**src/rtl/fpu_normalise.sv**
```systemverilog
// ---------------------------------------------------------------------------
// fpu_normalise
//
// Iterative normaliser placed between the FPU multiply/add datapath and the
// rounding stage. An accepted operand is first shifted left one bit per cycle
// until the hidden bit is set or the exponent reaches EMIN. It is then shifted
// right one bit per cycle while the exponent is below EMIN, which produces
// denormals. The result is offered to the rounding stage on a valid/ready
// handshake.
//
// Ports
//   clk        rising-edge clock
//   rst_n      asynchronous active-low reset
//   in_valid   operand valid               in_ready   block can accept operand
//   z_e_in     signed exponent (EXP_W)     z_m_in     mantissa incl. hidden bit
//   guard_in / round_in / sticky_in        incoming guard/round/sticky bits
//   out_valid  result valid                out_ready  round stage accepts
//   z_e_out    normalised exponent         z_m_out    27-bit mantissa, top 0
//   guard / round_bit / sticky             bits handed to the round stage
// ---------------------------------------------------------------------------
module fpu_normalise #(
   parameter int EXP_W = 10,
   parameter int MAN_W = 24,
   parameter int EMIN  = -126
) (
   input  logic                    clk,
   input  logic                    rst_n,
   input  logic                    in_valid,
   output logic                    in_ready,
   input  logic signed [EXP_W-1:0] z_e_in,
   input  logic [MAN_W-1:0]        z_m_in,
   input  logic                    guard_in,
   input  logic                    round_in,
   input  logic                    sticky_in,
   output logic                    out_valid,
   input  logic                    out_ready,
   output logic signed [EXP_W-1:0] z_e_out,
   output logic [26:0]             z_m_out,
   output logic                    guard,
   output logic                    round_bit,
   output logic                    sticky
);

   localparam logic signed [EXP_W-1:0] EMIN_E = EXP_W'(EMIN);

   typedef enum logic [1:0] {
      IDLE,
      NORM_LEFT,
      NORM_RIGHT,
      DONE
   } state_t;

   state_t                    state_q, state_d;
   logic signed [EXP_W-1:0]   e_q, e_d;
   logic [MAN_W-1:0]          m_q, m_d;
   logic                      g_q, g_d;
   logic                      r_q, r_d;
   logic                      s_q, s_d;

   // State and working registers. Reset clears everything so an operand in
   // flight is simply dropped.
   always_ff @(posedge clk or negedge rst_n) begin
      if (!rst_n) begin
         state_q <= IDLE;
         e_q     <= '0;
         m_q     <= '0;
         g_q     <= 1'b0;
         r_q     <= 1'b0;
         s_q     <= 1'b0;
      end else begin
         state_q <= state_d;
         e_q     <= e_d;
         m_q     <= m_d;
         g_q     <= g_d;
         r_q     <= r_d;
         s_q     <= s_d;
      end
   end

   // Next-state and datapath. Each shifting state performs at most one
   // one-bit shift per cycle and spends one extra cycle deciding to leave.
   // A left shift can only happen while e > EMIN and stops at EMIN, so a
   // shifted operand always passes straight through the right phase.
   always_comb begin
      state_d = state_q;
      e_d     = e_q;
      m_d     = m_q;
      g_d     = g_q;
      r_d     = r_q;
      s_d     = s_q;
      case (state_q)
         IDLE: begin
            if (in_valid) begin
               e_d = z_e_in;
               m_d = z_m_in;
               g_d = guard_in;
               r_d = round_in;
               s_d = sticky_in;
               // A true zero has nothing to normalise; sticky alone does
               // not make the value non-zero.
               if (z_m_in == '0 && !guard_in && !round_in) begin
                  state_d = DONE;
               end else begin
                  state_d = NORM_LEFT;
               end
            end
         end
         NORM_LEFT: begin
            if (!m_q[MAN_W-1] && (e_q > EMIN_E)) begin
               e_d = e_q - EXP_W'(1);
               m_d = {m_q[MAN_W-2:0], g_q};
               g_d = r_q;
               r_d = 1'b0;
            end else begin
               state_d = NORM_RIGHT;
            end
         end
         NORM_RIGHT: begin
            // Bits falling off the round position are folded into sticky.
            if (e_q < EMIN_E) begin
               e_d = e_q + EXP_W'(1);
               m_d = m_q >> 1;
               g_d = m_q[0];
               r_d = g_q;
               s_d = s_q | r_q;
            end else begin
               state_d = DONE;
            end
         end
         DONE: begin
            if (out_ready) begin
               state_d = IDLE;
            end
         end
         default: begin
            state_d = IDLE;
         end
      endcase
   end

   assign in_ready  = (state_q == IDLE);
   assign out_valid = (state_q == DONE);
   assign z_e_out   = e_q;
   assign z_m_out   = {{(27-MAN_W){1'b0}}, m_q};
   assign guard     = g_q;
   assign round_bit = r_q;
   assign sticky    = s_q;

endmodule

```
**config.mk**
```make
export PLATFORM = sky130hd
export DESIGN_NAME = fpu_normalise
export DESIGN_NICKNAME = d
export VERILOG_FILES = /design/src/rtl/fpu_normalise.sv
export SDC_FILE = /design/constraint.sdc
export NUM_CORES = 1
export LEC_CHECK = 0
export CORE_ASPECT_RATIO = 1.75
export CORE_UTILIZATION = 50
export DETAILED_ROUTE_END_ITERATION = 10
export PLACE_DENSITY = 0.85
export REMOVE_ABC_BUFFERS = 1
export SLEW_MARGIN = 30
export SYNTH_ARGS = -nofsm -noshare
export SYNTH_HDL_FRONTEND = slang
export SYNTH_SLANG_ARGS = --single-unit
```
**constraint.sdc**
```tcl
create_clock -name clk -period 6.6 [get_ports clk]
set_clock_uncertainty 0.15 [all_clocks]
set_input_delay 1.32 -clock clk [delete_from_list [all_inputs] [get_ports clk]]
set_output_delay 1.32 -clock clk [all_outputs]
set_load 0.1 [all_outputs]
```
======== Word level (Yosys, flattened, before mapping) ========
Index checks and enable logic that the tools add are counted.
storage, ports and cells
  bits in registers ....................... 39
  output and inout bits ................... 42
  word-level logic and storage cells ...... 58
operators by class
  $add $sub $neg .......................... 2
  magnitude comparators ................... 2
  equality and inequality tests ........... 9
  multiplexer cells ....................... 25
  bitwise gates (word level) .............. 1
  reduce and logical (&&, ||, !) cells .... 13
operators by type and width
  operator                                                number
  2-to-1 mux 24 bit                                       3
  one-hot mux 24 bit (3 select lines)                     1
  2-to-1 mux 10 bit                                       3
  one-hot mux 10 bit (3 select lines)                     1
  zero test 24 bit                                        1
  adder 10 x 2 -> 10 bit (second input constant)          1
  > comparator 10 x 8 -> 1 bit (second input constant)    1
  < comparator 10 x 8 -> 1 bit (second input constant)    1
  2-to-1 mux 2 bit                                        5
  inequality test 2 bit (second input constant)           5
  subtractor 10 x 2 -> 10 bit (second input constant)     1
  2-to-1 mux 1 bit                                        8
  one-hot mux 2 bit (4 select lines)                      1
  AND reduction 4 bit                                     2
  one-hot mux 1 bit (3 select lines)                      2
  == test 2 bit (second input constant)                   2
  logical AND 1 bit                                       3
  zero test 1 bit                                         3
  AND reduction 3 bit                                     1
  nonzero test 3 bit                                      1
  == test 2 x 1 -> 1 bit (second input constant)          1
  zero test 2 bit                                         1
  inequality test 2 x 1 -> 1 bit (second input constant)  1
  one-hot mux 1 bit (2 select lines)                      1
  2 further kinds                                         2

======== Depth between registers and ports, before layout ========
  word-level depth ........................ 6
  depth in mapped cells ................... 10
  mapped depth without buffers ............ 10

======== Worst setup path after synthesis ========
No wires, ideal clock.
  kind .................................... flip-flop to flip-flop
  from .................................... register e_q[5], in the netlist z_e_out[5]
  to ...................................... register e_q[8], in the netlist z_e_out[8]
  arrival ................................. 2.541 ns
  required time ........................... 6.317 ns
  slack ................................... 3.776 ns
  stages on the path, launching flop included .. 8
  path buffers ............................ 1
  clock period less this slack ............ 2.824 ns
  cells stage by stage .................... dfrtp_1 -> or4_1 -> o311ai_1 -> a21oi_1 -> o211ai_4 -> buf_6 -> mux2i_1 -> o21ai_0
on the way
  longest elaborated chain between the ends .. 4
  elaborated cells on any way between the ends .. 11
RTL lines
  element                                 RTL line  source
  from (decl)                             54        logic signed [EXP_W-1:0] e_q, e_d;
  from (signal assigned)                  65        e_q <= '0;
  from (signal assigned)                  72        e_q <= e_d;
  > comparator 10 x 8 -> 1 bit            109       if (!m_q[MAN_W-1] && (e_q > EMIN_E)) begin
  logical AND 1 bit                       109
  inequality test 2 bit (no source line)  --
  AND reduction 4 bit (no source line)    --
Parallel ways exist; a longest one is shown, timed or not. The select of a mux whose other input is x is not followed.
A chain may end at the register's enable or synchronous reset.

======== Worst setup path in the final report ========
  from .................................... register state_q[0]
  to ...................................... output port in_ready
on the way
  longest elaborated chain between the ends .. 1
RTL lines
  element                 RTL line  source
  from (decl)             53        state_t state_q, state_d;
  from (signal assigned)  71        state_q <= state_d;
  zero test 2 bit         141       assign in_ready = (state_q == IDLE);
  to (decl)               29        output logic in_ready,
Every way passes these cells.

==> impl_metrics.toml <==
[outcome]
status = "finished clean"

[global_route]
antenna_found_initial = 0
grt_pass1_vias = 2682
grt_overflow = 0
groute.usage.overall_pct = 28.7
grt_start_max_net_pins = 60
grt_first_pass_wirelength_mm = 12.5

[cts]
h-tree-depth = 2
clock_latency_ns = 0.30
post_cts_buffers = 0
clkTransAtPathRegs_ns = 0.08
cts_buffer_depth = 2
cts_buffers = 5
tritoncts = "built"
cts_sinks = 39
postCtsHoldBufs = 0
cts_resized = 0
cts_root_buf = "clkbuf_8"

[critical_path]
r2r-start = "state_q[0]$_DFFE_PN0P_"
crit_chain = "inv_1 -> ha_1 -> clkdlybuf4s50_1"
required_ns = 5.13
crit_buf_inv = 2
cpMaxStageDelayCell = "clkdlybuf4s50_1"
cp-end-kind = "primary output"
crit_arrival_ns = 2.34
critical-path-max-stage-delay_ns = 1.20
worstPathMaxFanout = 7
crit_path_start = "state_q[0]$_DFFE_PN0P_"
critPathKind = "reg -> out"
crit_family = "buffers and inverters"
setup.worst_path.start_class = "flop"

[layout]
area_delta_synth_final_pct = 34.9
fin_nets = 418
antenna_cells = 0
fillerInstances = 408
final_core_util_pct = 70.5
layout-drive-gt1-share_pct = 4.66

[logic_synthesis]
synthFlopType = "dfrtp_1"
synth_area_leaders = "dfrtp_1 (38%), a221oi_1 (8.1%), o31ai_1 (6.9%)"
synth_top_cells_by_count = "dfrtp_1 (39), nand2_1 (35), nor2_1 (31)"
synth_top_family_by_area = "compound AO/OA/AOI/OAI gates"
synth-edff-count = 0
avgSynthCellArea_um2 = 8.78
synth_cells = 296
synth_largest_area_cell = "dfrtp_1"
synth_most_common_cell = "dfrtp_1"
synth-simple-area-share_pct = 17.4
async_flop_share_pct = 100
synth.distinct_cells = 51
synth_area_um2 = 2600
synth_xor_area_share_pct = 1.35
synth_compound_area_share_pct = 28.9
synth_sequential_area_ratio_pct = 37.5
synth_top_area_share_pct = 37.5
ys_seq_elements = 39
synth_fa_ha_area_share_pct = 6.54
muxShareOfSynthArea_pct = 2.36
synth_warnings = 0

[floorplan]
start_util_pct = 52.2
core_area_um2 = 4980
die_h_um = 97.4
die_x_um = 56.5
die_area_um2 = 5500
ios = 83
num_rows = 34

[sta]
worst_slack_ns = 2.79
setup_tns_ns = 0
min_period_over_period_pct = 57.7
fmax_ghz = 0.263
worst_slew_pin_slew_ns = 0.978
rsz0062_at_grt = "false"
timing_hold_violations_final = 0
finalSetupViolCount = 0
drv_slew = 0
relSlewSlack_pct = 34.4
fin_crit_ns = 3.81

[pwr]
irDropWorstVdd_v = 0.000208
leakagePower_nw = 1.42
power_mw = 0.523
power.density_nw_per_um2 = 149

[worst_hold_path]
hold_class = "reg -> reg"
min-delay-start = "m_q[11]$_DFFE_PN0P_"

[route]
dr.first_iter.drc_count = 127
ant_nets = 0
dr.pass1.iters = 4
wire_per_inst_um = 18.1
drt_wl_total_mm = 7.57
drc_errors = 0
vias_per_cell = 6.46
vias = 2708

[placement]
place.gp.congestion = 0.828
dp_hpwl_mm = 5.29
pre_cts_ws_ns = 3.08
io_buffers = 79

[run]
drv_cap = 0
[final timing paths]
| kind | depth (start not counted) | slack (ns) | endpoint |
|---|---|---|---|
| worst max-delay path | 3 | 2.79 | in_ready |
| worst min-delay path | 2 | 0.40 | m_q[11]$_DFFE_PN0P_ |
| worst max register to register | 10 | 3.47 | z_e_out[7]$_DFFE_PN0P_ |
| worst min register to register | 2 | 0.40 | m_q[11]$_DFFE_PN0P_ |
| max in group asynchronous | 1 | 5.09 | m_q[6]$_DFFE_PN0P_ |
| min in group asynchronous | 1 | 0.83 | z_e_out[4]$_DFFE_PN0P_ |
[layout by cell type (no fill, tap or decap), drive strengths merged, types with 4 or more instances in the layout]
cell,count
a21oi,13
a221oi,25
buf,4
clkbuf,6
clkdlybuf4s50,78
dfrtp,39
ha,12
inv,9
mux2i,5
nand2,35
nor2,31
nor2b,4
nor3,6
nor4,5
o21ai,15
o31ai,24
[layer usage]
layer	share of wire [%]	up-vias	wire, um	GRT usage (%)
met5	0	-	0	0
met4	3.4	0	254	12.9
met3	5.3	21	403	3.73
met2	54	131	4060	49.7
met1	38	1314	2850	34.5
li1	-	1242	-	-
[worst register-to-register path: cells and delay by family, from the launching register on]
kind	cells	cell delay, ns
flops	1	0.41
buf+inv	2	0.43
compound gates	4	1.15
simple gates	1	0.14
fa+ha+maj	2	0.55
xor+xnor	1	0.18
[metrics by stage]
step | hold WS (ns) | std cells | cell area [um2]
after floorplan | 0.384 | 275 | 2490
after global placement | 0.373 | 411 | 3370
after detailed placement | 0.375 | 411 | 3370
after CTS | 0.394 | 419 | 3500
after global routing | 0.416 | 419 | 3510
final | 0.398 | 419 | 3510
[report_power, final]
group / internal, mW / switching [mW]
clock network: 0.151 / 0.0919
logic: 0.0215 / 0.0193
registers: 0.239 / 0
total: 0.412 / 0.111
[sequential cells by signal (all words and copies together), names as in the netlist]
register	flops
state_q	2
round_bit	1
guard	1
z_e_out	10
sticky	1
m_q	24
[cells by family (layout without fill, tap and decap cells)]
family	count (synthesis)	after routing
mux	6	6
other cells	1	3
simple gates	99	99
fa+ha+maj	13	13
xor+xnor	4	4
compound gates	101	101
buf+inv	33	100
flops	39	39
[final cells by class]
| cell class | count | area (um2) | area share (%) |
|---|---|---|---|
| Multi-Input combinational cell | 226 | 1480 | 42.3 |
| Sequential cell | 39 | 976 | 27.8 |
| Timing Repair Buffer | 82 | 811 | 23.1 |
| Clock buffer | 6 | 72.6 | 2.07 |
| Tap cell | 54 | 67.6 | 1.93 |
| Clock inverter | 2 | 60.1 | 1.71 |
| Inverter | 10 | 37.5 | 1.07 |
No activity file was read; power rests on OpenSTA's default activity.
